`src/rtl/prc_mc_ctrl.sv`:
```
// rtl/prc_mc_ctrl.sv - multi-partition reconfiguration controller: request queue, decouple sequencing, stream gating, status/IRQ
// Optional cycle counter register at 0x1C is built when PRC_PERF_EN is defined.
module prc_mc_ctrl #(
  parameter logic [31:0] BASE_ADDR    = 32'h0,
  parameter int          NUM_RP       = 4,
  parameter int          DATA_WIDTH   = 32,
  parameter int          REQ_DEPTH    = 4,
  parameter int          DECOUPLE_CYC = 16,
  parameter int          TIMEOUT_W    = 24,
  parameter int          CNT_WIDTH    = 28
) (
  input  logic                    clk,
  input  logic                    resetn,
  input  logic                    wen,
  input  logic [31:0]             waddr,
  input  logic [31:0]             wdata,
  input  logic [7:0]              wstrb,
  output logic                    wrdy,
  input  logic                    ren,
  input  logic [31:0]             raddr,
  output logic [31:0]             rdata,
  output logic                    rrdy,
  input  logic                    s_axis_tvalid,
  input  logic [DATA_WIDTH-1:0]   s_axis_tdata,
  input  logic [DATA_WIDTH/8-1:0] s_axis_tkeep,
  input  logic                    s_axis_tlast,
  output logic                    s_axis_tready,
  output logic                    m_axis_tvalid,
  output logic [DATA_WIDTH-1:0]   m_axis_tdata,
  output logic [DATA_WIDTH/8-1:0] m_axis_tkeep,
  output logic                    m_axis_tlast,
  input  logic                    m_axis_tready,
  input  logic                    icap_done,
  input  logic                    icap_err,
  output logic [NUM_RP-1:0]       rp_decouple,
  output logic                    int_req
);

  localparam logic [2:0] S_IDLE     = 3'd0;
  localparam logic [2:0] S_DECOUPLE = 3'd1;
  localparam logic [2:0] S_STREAM   = 3'd2;
  localparam logic [2:0] S_FLUSH    = 3'd3;
  localparam logic [2:0] S_WAIT     = 3'd4;
  localparam logic [2:0] S_RECOUPLE = 3'd5;

  localparam int PTR_W  = $clog2(REQ_DEPTH);
  localparam int FCNT_W = PTR_W + 1;
  localparam int DC_W   = $clog2(DECOUPLE_CYC) + 1;
  localparam logic [FCNT_W-1:0] DEPTH_L  = FCNT_W'(REQ_DEPTH);
  localparam logic [DC_W-1:0]   DC_LAST  = DC_W'(DECOUPLE_CYC - 1);
  localparam logic [4:0]        NUM_RP_L = 5'(NUM_RP);

  logic [2:0]            r_state;
  logic [3:0]            r_ch;
  logic [NUM_RP-1:0]     r_decouple;
  logic [DC_W-1:0]       r_dc_cnt;
  logic [TIMEOUT_W-1:0]  r_to_cnt;
  logic [TIMEOUT_W-1:0]  r_timeout;
  logic [CNT_WIDTH-1:0]  r_beat_cnt;
  logic [CNT_WIDTH-1:0]  r_word_cnt;
  logic [NUM_RP-1:0]     r_done;
  logic [NUM_RP-1:0]     r_err;
  logic [1:0]            r_int_en;
  logic                  r_ovf;
  logic                  r_badch;
  logic                  r_int;
  logic                  r_wrdy;
  logic                  r_rrdy;
  logic [31:0]           r_rdata;
  logic [3:0]            r_fifo [REQ_DEPTH];
  logic [PTR_W-1:0]      r_wptr;
  logic [PTR_W-1:0]      r_rptr;
  logic [FCNT_W-1:0]     r_count;

  logic [31:0]           w_woff;
  logic [31:0]           w_roff;
  logic                  w_wr;
  logic                  w_wr_ctrl;
  logic                  w_wr_status;
  logic                  w_wr_done;
  logic                  w_wr_err;
  logic                  w_push_req;
  logic                  w_ch_bad;
  logic                  w_full;
  logic                  w_push;
  logic                  w_pop;
  logic [3:0]            w_head;
  logic                  w_stream;
  logic                  w_flush;
  logic                  w_beat;
  logic                  w_to_exp;
  logic [NUM_RP-1:0]     w_cur_oh;
  logic                  w_set_done;
  logic                  w_set_err;
  logic                  w_busy;
  logic [31:0]           w_rmux;
  logic                  w_unused_ok;

  assign w_wr        = wen & (|wstrb);
  assign w_woff      = waddr - BASE_ADDR;
  assign w_roff      = raddr - BASE_ADDR;
  assign w_wr_ctrl   = w_wr && (w_woff == 32'h00);
  assign w_wr_status = w_wr && (w_woff == 32'h04);
  assign w_wr_done   = w_wr && (w_woff == 32'h08);
  assign w_wr_err    = w_wr && (w_woff == 32'h0C);
  assign w_unused_ok = &{1'b0, wdata};

  assign w_push_req = w_wr_ctrl & wdata[31];
  assign w_ch_bad   = ({1'b0, wdata[3:0]} >= NUM_RP_L);
  assign w_full     = (r_count == DEPTH_L);
  assign w_push     = w_push_req & ~w_ch_bad & ~w_full;
  assign w_pop      = (r_state == S_IDLE) && (r_count != '0);
  assign w_head     = r_fifo[r_rptr];

  // Stream is only connected through in STREAM; FLUSH sinks the source without forwarding.
  assign w_stream      = (r_state == S_STREAM);
  assign w_flush       = (r_state == S_FLUSH);
  assign s_axis_tready = w_stream ? m_axis_tready : w_flush;
  assign m_axis_tvalid = w_stream & s_axis_tvalid;
  assign m_axis_tdata  = w_stream ? s_axis_tdata : '0;
  assign m_axis_tkeep  = w_stream ? s_axis_tkeep : '0;
  assign m_axis_tlast  = w_stream & s_axis_tlast;
  assign w_beat        = s_axis_tvalid & s_axis_tready;

  assign w_to_exp = (r_timeout != '0) && (r_to_cnt == r_timeout);
  assign w_cur_oh = NUM_RP'(1) << r_ch;
  assign w_busy   = (r_state != S_IDLE);

  assign w_set_done = (r_state == S_WAIT) && icap_done && !icap_err;
  assign w_set_err  = ((r_state == S_WAIT) && (icap_err || (w_to_exp && !icap_done)))
                    || (w_flush && w_beat && s_axis_tlast)
                    || (w_stream && w_beat && s_axis_tlast && icap_err);

  assign rp_decouple = r_decouple;
  assign int_req     = r_int;
  assign wrdy        = r_wrdy;
  assign rrdy        = r_rrdy;
  assign rdata       = r_rdata;

  always_ff @(posedge clk) begin
    if (w_push) r_fifo[r_wptr] <= wdata[3:0];
  end

  always_ff @(posedge clk or negedge resetn) begin
    if (!resetn) begin
      r_wptr  <= '0;
      r_rptr  <= '0;
      r_count <= '0;
    end else begin
      if (w_push) r_wptr <= r_wptr + PTR_W'(1);
      if (w_pop)  r_rptr <= r_rptr + PTR_W'(1);
      case ({w_push, w_pop})
        2'b10:   r_count <= r_count + FCNT_W'(1);
        2'b01:   r_count <= r_count - FCNT_W'(1);
        default: r_count <= r_count;
      endcase
    end
  end

  always_ff @(posedge clk or negedge resetn) begin
    if (!resetn) begin
      r_state    <= S_IDLE;
      r_ch       <= '0;
      r_decouple <= '0;
      r_dc_cnt   <= '0;
      r_to_cnt   <= '0;
      r_beat_cnt <= '0;
      r_word_cnt <= '0;
    end else begin
      case (r_state)
        S_IDLE: begin
          if (w_pop) begin
            r_ch       <= w_head;
            r_decouple <= NUM_RP'(1) << w_head;
            r_dc_cnt   <= '0;
            r_beat_cnt <= '0;
            r_state    <= S_DECOUPLE;
          end
        end
        S_DECOUPLE: begin
          if (r_dc_cnt == DC_LAST) begin
            r_dc_cnt <= '0;
            r_to_cnt <= '0;
            r_state  <= S_STREAM;
          end else begin
            r_dc_cnt <= r_dc_cnt + DC_W'(1);
          end
        end
        S_STREAM: begin
          if (w_beat) begin
            r_to_cnt <= '0;
            if (!(&r_beat_cnt)) r_beat_cnt <= r_beat_cnt + CNT_WIDTH'(1);
          end else if (!(&r_to_cnt)) begin
            r_to_cnt <= r_to_cnt + TIMEOUT_W'(1);
          end
          // An error coinciding with the final beat skips FLUSH: there is no tlast left to wait for.
          if (w_beat && s_axis_tlast) begin
            r_to_cnt <= '0;
            r_state  <= icap_err ? S_RECOUPLE : S_WAIT;
          end else if (icap_err || (w_to_exp && !w_beat)) begin
            r_state <= S_FLUSH;
          end
        end
        S_FLUSH: begin
          if (w_beat && s_axis_tlast) begin
            r_dc_cnt <= '0;
            r_state  <= S_RECOUPLE;
          end
        end
        S_WAIT: begin
          if (icap_done || icap_err || w_to_exp) begin
            r_dc_cnt <= '0;
            r_state  <= S_RECOUPLE;
          end else if (!(&r_to_cnt)) begin
            r_to_cnt <= r_to_cnt + TIMEOUT_W'(1);
          end
        end
        S_RECOUPLE: begin
          if (r_dc_cnt == DC_LAST) begin
            r_dc_cnt   <= '0;
            r_decouple <= '0;
            r_word_cnt <= r_beat_cnt;
            r_state    <= S_IDLE;
          end else begin
            r_dc_cnt <= r_dc_cnt + DC_W'(1);
          end
        end
        default: r_state <= S_IDLE;
      endcase
    end
  end

  // Sticky status: a hardware set in the same cycle as a W1C keeps the bit set.
  always_ff @(posedge clk or negedge resetn) begin
    if (!resetn) begin
      r_done    <= '0;
      r_err     <= '0;
      r_int_en  <= '0;
      r_timeout <= '1;
      r_ovf     <= 1'b0;
      r_badch   <= 1'b0;
      r_int     <= 1'b0;
    end else begin
      r_done  <= (r_done & ~(w_wr_done ? wdata[NUM_RP-1:0] : '0)) | (w_set_done ? w_cur_oh : '0);
      r_err   <= (r_err & ~(w_wr_err ? wdata[NUM_RP-1:0] : '0)) | (w_set_err ? w_cur_oh : '0);
      r_ovf   <= (r_ovf & ~(w_wr_status & wdata[16])) | (w_push_req & ~w_ch_bad & w_full);
      r_badch <= (r_badch & ~(w_wr_status & wdata[17])) | (w_push_req & w_ch_bad);
      if (w_wr && (w_woff == 32'h10)) r_int_en <= wdata[1:0];
      if (w_wr && (w_woff == 32'h14)) r_timeout <= wdata[TIMEOUT_W-1:0];
      r_int <= (r_int_en[0] & (|r_done)) | (r_int_en[1] & (|r_err));
    end
  end

`ifdef PRC_PERF_EN
  logic [CNT_WIDTH-1:0] r_cyc_run;
  logic [CNT_WIDTH-1:0] r_cyc_cnt;
  logic [CNT_WIDTH-1:0] w_cyc_inc;

  assign w_cyc_inc = (&r_cyc_run) ? r_cyc_run : r_cyc_run + CNT_WIDTH'(1);

  always_ff @(posedge clk or negedge resetn) begin
    if (!resetn) begin
      r_cyc_run <= '0;
      r_cyc_cnt <= '0;
    end else if (w_pop) begin
      r_cyc_run <= '0;
    end else if (w_busy) begin
      r_cyc_run <= w_cyc_inc;
      if ((r_state == S_RECOUPLE) && (r_dc_cnt == DC_LAST)) r_cyc_cnt <= w_cyc_inc;
    end
  end
`endif

  always_comb begin
    w_rmux = '0;
    case (w_roff)
      32'h04: w_rmux = {14'd0, r_badch, r_ovf, 8'(r_count), r_ch, w_busy, r_state};
      32'h08: w_rmux = 32'(r_done);
      32'h0C: w_rmux = 32'(r_err);
      32'h10: w_rmux = {30'd0, r_int_en};
      32'h14: w_rmux = 32'(r_timeout);
      32'h18: w_rmux = 32'(r_word_cnt);
`ifdef PRC_PERF_EN
      32'h1C: w_rmux = 32'(r_cyc_cnt);
`endif
      default: w_rmux = '0;
    endcase
  end

  always_ff @(posedge clk or negedge resetn) begin
    if (!resetn) begin
      r_wrdy  <= 1'b0;
      r_rrdy  <= 1'b0;
      r_rdata <= '0;
    end else begin
      r_wrdy  <= wen;
      r_rrdy  <= ren;
      r_rdata <= ren ? w_rmux : '0;
    end
  end

endmodule

```
`config.mk`:
```
export PLATFORM = sky130hd
export DESIGN_NAME = prc_mc_ctrl
export DESIGN_NICKNAME = d
export VERILOG_FILES = /design/src/rtl/prc_mc_ctrl.sv
export SDC_FILE = /design/constraint.sdc
export NUM_CORES = 1
export LEC_CHECK = 0
export ABC_AREA = 1
export CORE_ASPECT_RATIO = 2
export CORE_MARGIN = 4
export CORE_UTILIZATION = 46
export CTS_CLUSTER_SIZE = 40
export DETAILED_ROUTE_END_ITERATION = 7
export DONT_BUFFER_PORTS = 1
export PLACE_DENSITY = 0.64
export SYNTH_ARGS = -nofsm -noshare
export SYNTH_HDL_FRONTEND = slang
export SYNTH_SLANG_ARGS = --single-unit
```
`constraint.sdc`:
```
create_clock -name clk -period 2.7 [get_ports clk]
set_input_delay 0.405 -clock clk [delete_from_list [all_inputs] [get_ports clk]]
set_output_delay 0.405 -clock clk [all_outputs]
set_load 0.005 [all_outputs]
```
Yosys cells after proc, flatten, opt, wreduce, memory -nomap -nowiden
Memories as Yosys holds them, arrays and structs flattened.
Cells that the tools add are included.
{"block": "totals", "elab_cells": 179, "inputBits": 149, "n_memories": 1, "output_inout_bits": 78, "reg_bits": 174, "ramBits": 16}
{"block": "classes", "reduce_logical": 51, "n_shift": 2, "bitwise_logic": 28, "magnitude_cmp": 1, "addsub": 7, "n_mux": 39, "n_eq_ne": 30}
{"memory": "r_fifo", "words": 4, "word_bits": 4, "rd": 1, "rd_clocked_by_memory_dff": 0, "wr": 1, "line_no": "70", "text": "logic [3:0] r_fifo [REQ_DEPTH];"}
{"cell": "$pmux 28 s6", "n": 1}
{"cell": "$eq 32x5->1 const B", "n": 5}
{"cell": "$eq 32x4->1 const B", "n": 4}
{"cell": "$mux 24", "n": 5}
{"cell": "$mux 28", "n": 3}
{"cell": "$pmux 24 s3", "n": 1}
{"cell": "$eq 32x3->1 const B", "n": 2}
{"cell": "$mux 32", "n": 2}
{"cell": "$pmux 28 s2", "n": 1}
{"cell": "$logic_not 32->1", "n": 1}
{"cell": "$add 28x1->28 const B", "n": 1}
{"cell": "$mux 4", "n": 7}
{"cell": "$reduce_and 28->1", "n": 1}
{"cell": "$add 24x1->24 const B", "n": 1}
{"cell": "$eq 24x24->1", "n": 1}
{"cell": "$reduce_and 24->1", "n": 1}
{"cell": "$reduce_bool 24->1", "n": 1}
{"cell": "$mux 3", "n": 7}
{"cell": "$mux 5", "n": 4}
{"cell": "$pmux 5 s4", "n": 1}
{"cell": "$logic_and 1x1->1", "n": 19}
{"cell": "$pmux 3 s6", "n": 1}
{"cell": "$and 1x1->1", "n": 15}
{"cell": "$ne 2x2->1 const B", "n": 5}
{"cell": "other kinds (35)", "n": 68}

Logic depth before layout (Yosys ltp)
{"block": "depth", "ltp_word": 9, "depth_mapped": 14, "mapped_depth_nobuf": 14}

Worst setup path after synthesis
OpenSTA, ideal clock, no wires.
{"block": "synth_timing", "path_type": "input-to-reg", "start": "in waddr[15]", "end": "reg r_count[1]", "t_arrival_ns": 1.998, "required_time_ns": 2.617, "path_buffers": 0, "stages": 10, "setup_slack_ns": 0.620, "cell_sequence": "nor2_1 > nand2_1 > nor2_1 > inv_1 > nor4_1 > nand4_1 > ha_1 > inv_1 > fa_1 > o21ai_0"}
{"block": "synth_via", "elab_chain_len": 7, "word_cells_on_any_way": 9, "cone_classes": "eq/ne: 2; mux: 1; bitwise: 3; reduce/logical: 3"}
{"item": "from (decl)", "line_no": "15", "text": "input logic [31:0] waddr,"}
{"item": "$logic_not 32->1 *", "line_no": "102", "text": "assign w_wr_ctrl = w_wr && (w_woff == 32'h00);"}
{"item": "$logic_and 1x1->1 *", "line_no": "102"}
{"item": "$and 1x1->1 *", "line_no": "108", "text": "assign w_push_req = w_wr_ctrl & wdata[31];"}
{"item": "$and 1x1->1 * (2 in a row)", "line_no": "111", "text": "assign w_push = w_push_req & ~w_ch_bad & ~w_full;"}
{"item": "$eq 2x1->1 or $eq 2x2->1 (tied branches)", "line_no": "152", "text": "case ({w_push, w_pop})"}
{"item": "$pmux 3 s2 or $reduce_bool 2->1 (tied branches)"}
{"item": "to (signal assigned)", "line_no": "153", "text": "2'b10: r_count <= r_count + FCNT_W'(1);"}
{"item": "to (signal assigned)", "line_no": "154", "text": "2'b01: r_count <= r_count - FCNT_W'(1);"}
{"item": "to (signal assigned)", "line_no": "155", "text": "default: r_count <= r_count;"}
{"item": "to (decl)", "line_no": "73", "text": "logic [FCNT_W-1:0] r_count;"}
Mark *: on every way between the ends. The rest lies on a longest branch, timed or not.
A chain may end at the register's enable or synchronous reset.

Worst setup path after layout
{"block": "layout_timing", "start": "reg r_state[0]", "end": "reg r_count[2]"}
{"block": "layout_via", "elab_chain_len": 4, "word_cells_on_any_way": 6, "cone_classes": "eq/ne: 2; mux: 1; reduce/logical: 3"}
{"item": "from (decl)", "line_no": "53", "text": "logic [2:0] r_state;"}
{"item": "from (signal assigned)", "line_no": "199", "text": "r_state <= icap_err ? S_RECOUPLE : S_WAIT;"}
{"item": "$logic_not 3->1 *", "line_no": "112", "text": "assign w_pop = (r_state == S_IDLE) && (r_count != '0);"}
{"item": "$logic_and 1x1->1 *", "line_no": "112"}
{"item": "net w_pop", "line_no": "86", "text": "logic w_pop;"}
{"item": "$eq 2x1->1 or $eq 2x2->1 (tied branches)", "line_no": "152"}
{"item": "$pmux 3 s2 or $reduce_bool 2->1 (tied branches)"}
Mark *: on every way through the listed nets, which the timed path passes. The rest lies on a longest branch.

==> flow_metrics.tcl <==
set metrics [dict create \
    drtIter0Drc 752 \
    hold_path_class "in -> async" \
    gp_congestion 0.949 \
    cts_setup_buffers 0 \
    dp_slack_ns 0.301 \
    h-tree-depth 4 \
    ant_nets 0 \
    max_slew_margin_pct 61.6 \
    fin_crit_sh_pct 86.3 \
    ys_top_cells_by_area "dfrtp_1 (33%), nand2_1 (17%), nor2_1 (8.0%)" \
    yosysTopAreaCell "dfrtp_1" \
    hold_ws_ns -0.340 \
    grt_max_degree 171 \
    power_density_mw_per_mm2 668 \
    fillerInstances 2319 \
    yosysWarnings 0 \
    hold_viol_final 158 \
    yosys.area.top_type_share_pct 33.0 \
    finalClockSkew_ns 0.0117 \
    grt.total_usage_pct 25.9 \
    crit_arrival_ns 2.66 \
    grt_pass1_wl_um 53000 \
    tns_ns 0 \
    cts_tree "yes" \
    numPortBuffers 0 \
    num_vias 10100 \
    cts-resized-gates 0 \
    rsz0062_at_grt "no" \
    worstPathRequired_ns 3.03 \
    ys_ff_latch 186 \
    synth_common_cells "nand2_1 (495), nor2_1 (237), inv_1 (160), dfrtp_1 (146), nand3_1 (145)" \
    ys.flop_type "dfrtp_1" \
    rows 80 \
    die_x_um 118 \
    drc 0 \
    placed_area_mm2 0.0114 \
    async_flop_share_pct 91.4 \
    cts-buffers-inserted 17 \
    place_hpwl_um 26400 \
    netlist_area_mm2 0.0111 \
    synth.distinct_cells 47 \
    grt-ovfl-total 0 \
    synth_edf_count 16 \
    critPathLaunchType "flop" \
    clock_sinks 186 \
    clkSlewWorstSetupHoldPaths_ns 0.07 \
    stdcell_count 1856 \
    dieArea_mm2 0.0268 \
    failed_checks "hold timing" \
    cts_root_buf "clkbuf_16" \
    fin_ws_ns 0.370 \
    drive_gt1_share_pct 8.22 \
    endpoint_kind "flop" \
    dpl.cell_count 1822 \
    cap_violations 0 \
    diodes 0 \
    antenna_found_initial 0 \
    syn_avg_cell_area_um2 7.12 \
    grt_pass1_vias 9917 \
    peakVddDrop_uv 546 \
    drt-vias-per-instance 5.42 \
    stdcell_area_mm2 0.0120 \
    cts_buffer_depth 2 \
    crit_type "reg -> reg" \
    maxSlewViolCount 0 \
    first_pass_iters 6 \
    finish.net_count 1714 \
    io-pin-count 227 \
    routedWlPerCell_um 18.5 \
    area_growth_pct 8.21 \
    setup_viol 0 \
    cts_hold_buffers 2 \
    wl_um 34400 \
    synth_sequential_area_ratio_pct 43.0 \
    crit_fanout 5 \
    clkLatencyLatePin_ns 0.46 \
    cellLeakagePower_nw 5.71 \
    coreArea_mm2 0.0238 \
    die_h_um 227 \
    start_util_pct 46.5 \
    synth_cells 1555 \
    yosysMostFrequentCell "nand2_1" \
    worst_pin_slew_ns 0.575 \
    fmax_ghz 0.429 \
    period_minus_slack_ns 2.33 \
    status "complete, but fails checks" \
]
[worst paths after layout]
check	from	end	slack, ns	depth (start not counted)
setup / recovery	r_state[0]	r_count[2]	0.37	12
setup reg to reg	r_state[0]	r_count[2]	0.37	12
max in group asynchronous	resetn	r_timeout[2]	2.63	0
min in group clk	wdata[0]	r_fifo[1][0]	0.04	0
hold reg to reg	r_word_cnt[11]	rdata[11]	0.47	2
hold / removal	resetn	r_word_cnt[21]	-0.34	0
[per-stage QoR]
stage	power [mW]	utilization, %	hold slack (ns)
after global routing	8.47	50.3	-0.373
after CTS	8.06	50.3	-0.381
final	8.00	50.3	-0.340
after global placement	5.43	47.7	0.119
after detailed placement	5.47	47.7	0.117
after floorplan	4.88	-	0.109
[worst max-delay path, stage by stage, from the launching register on]
cell and delay, ns:
dfrtp_1 0.44, inv_1 0.20, nand2_2 0.13, nor2_1 0.12, buf_4 0.16, nand2_1 0.09
clkinv_1 0.07, ha_1 0.14, inv_1 0.07, fa_1 0.37, a21oi_1 0.14, o21ai_0 0.12
xor2_1 0.16
[cell families (layout without fill, tap and decap cells)]
kind of cell | Yosys count | in the layout | synth area share [%]
AOI/OAI and AO/OA | 124 | 124 | 6.31
muxes | 4 | 4 | 0.407
and+or+nand+nor | 964 | 964 | 37.0
buffers and inverters | 217 | 228 | 8.19
DFF | 186 | 186 | 43.0
other | 1 | 4 | 0.0339
xor gates and xnor gates | 50 | 50 | 3.95
adders and majority gates | 9 | 9 | 1.08
[power by group]
group	internal [mW]	leakage, nW	switching, mW
clock	1.43	0.286	1.14
sequential	3.01	2.39	0.214
combinational	0.582	3.03	1.62
total	5.02	5.71	2.98
[flip-flops by register name, summed over array words and instances (netlist names), 2 cells and up]
register / cells
r_int_en: 2
r_timeout: 24
rp_decouple: 4
r_beat_cnt: 28
r_count: 3
r_rptr: 2
r_word_cnt: 28
rdata: 28
r_err: 4
r_dc_cnt: 5
r_to_cnt: 24
r_fifo: 16
r_state: 3
r_done: 4
r_wptr: 2
r_ch: 4
[metal layers]
layer	up-vias	global-route usage, %	routed length [µm]
li1	4897	-	-
met1	4693	25.2	11900
met2	347	49.0	18500
met3	125	4.48	1460
met4	0	18.3	2530
met5	-	0	0
[final cells by class]
type                            count  area [µm²]  area share [%]
Clock inverter                     11         135            1.13
Sequential cell                   186        4760            39.7
Multi-Input combinational cell   1155        5420            45.2
Inverter                          168         633            5.28
Timing Repair Buffer               28         215            1.80
Tap cell                          287         359            3.00
Clock buffer                       21         460            3.84
[layout by cell type, fill, tap and decap left out, drive strengths merged, types with 4 or more instances in the layout]
cell type,count
a21oi,16
buf,26
clkbuf,21
clkinv,7
conb,4
dfrtp,146
dfstp,24
edfxtp,16
ha,8
inv,168
mux2,4
nand2,510
nand3,146
nand4,17
nor2,248
nor3,32
nor4,7
o21ai,87
o31ai,10
xnor2,31
xor2,19
Power figures use the tool's default switching activity.
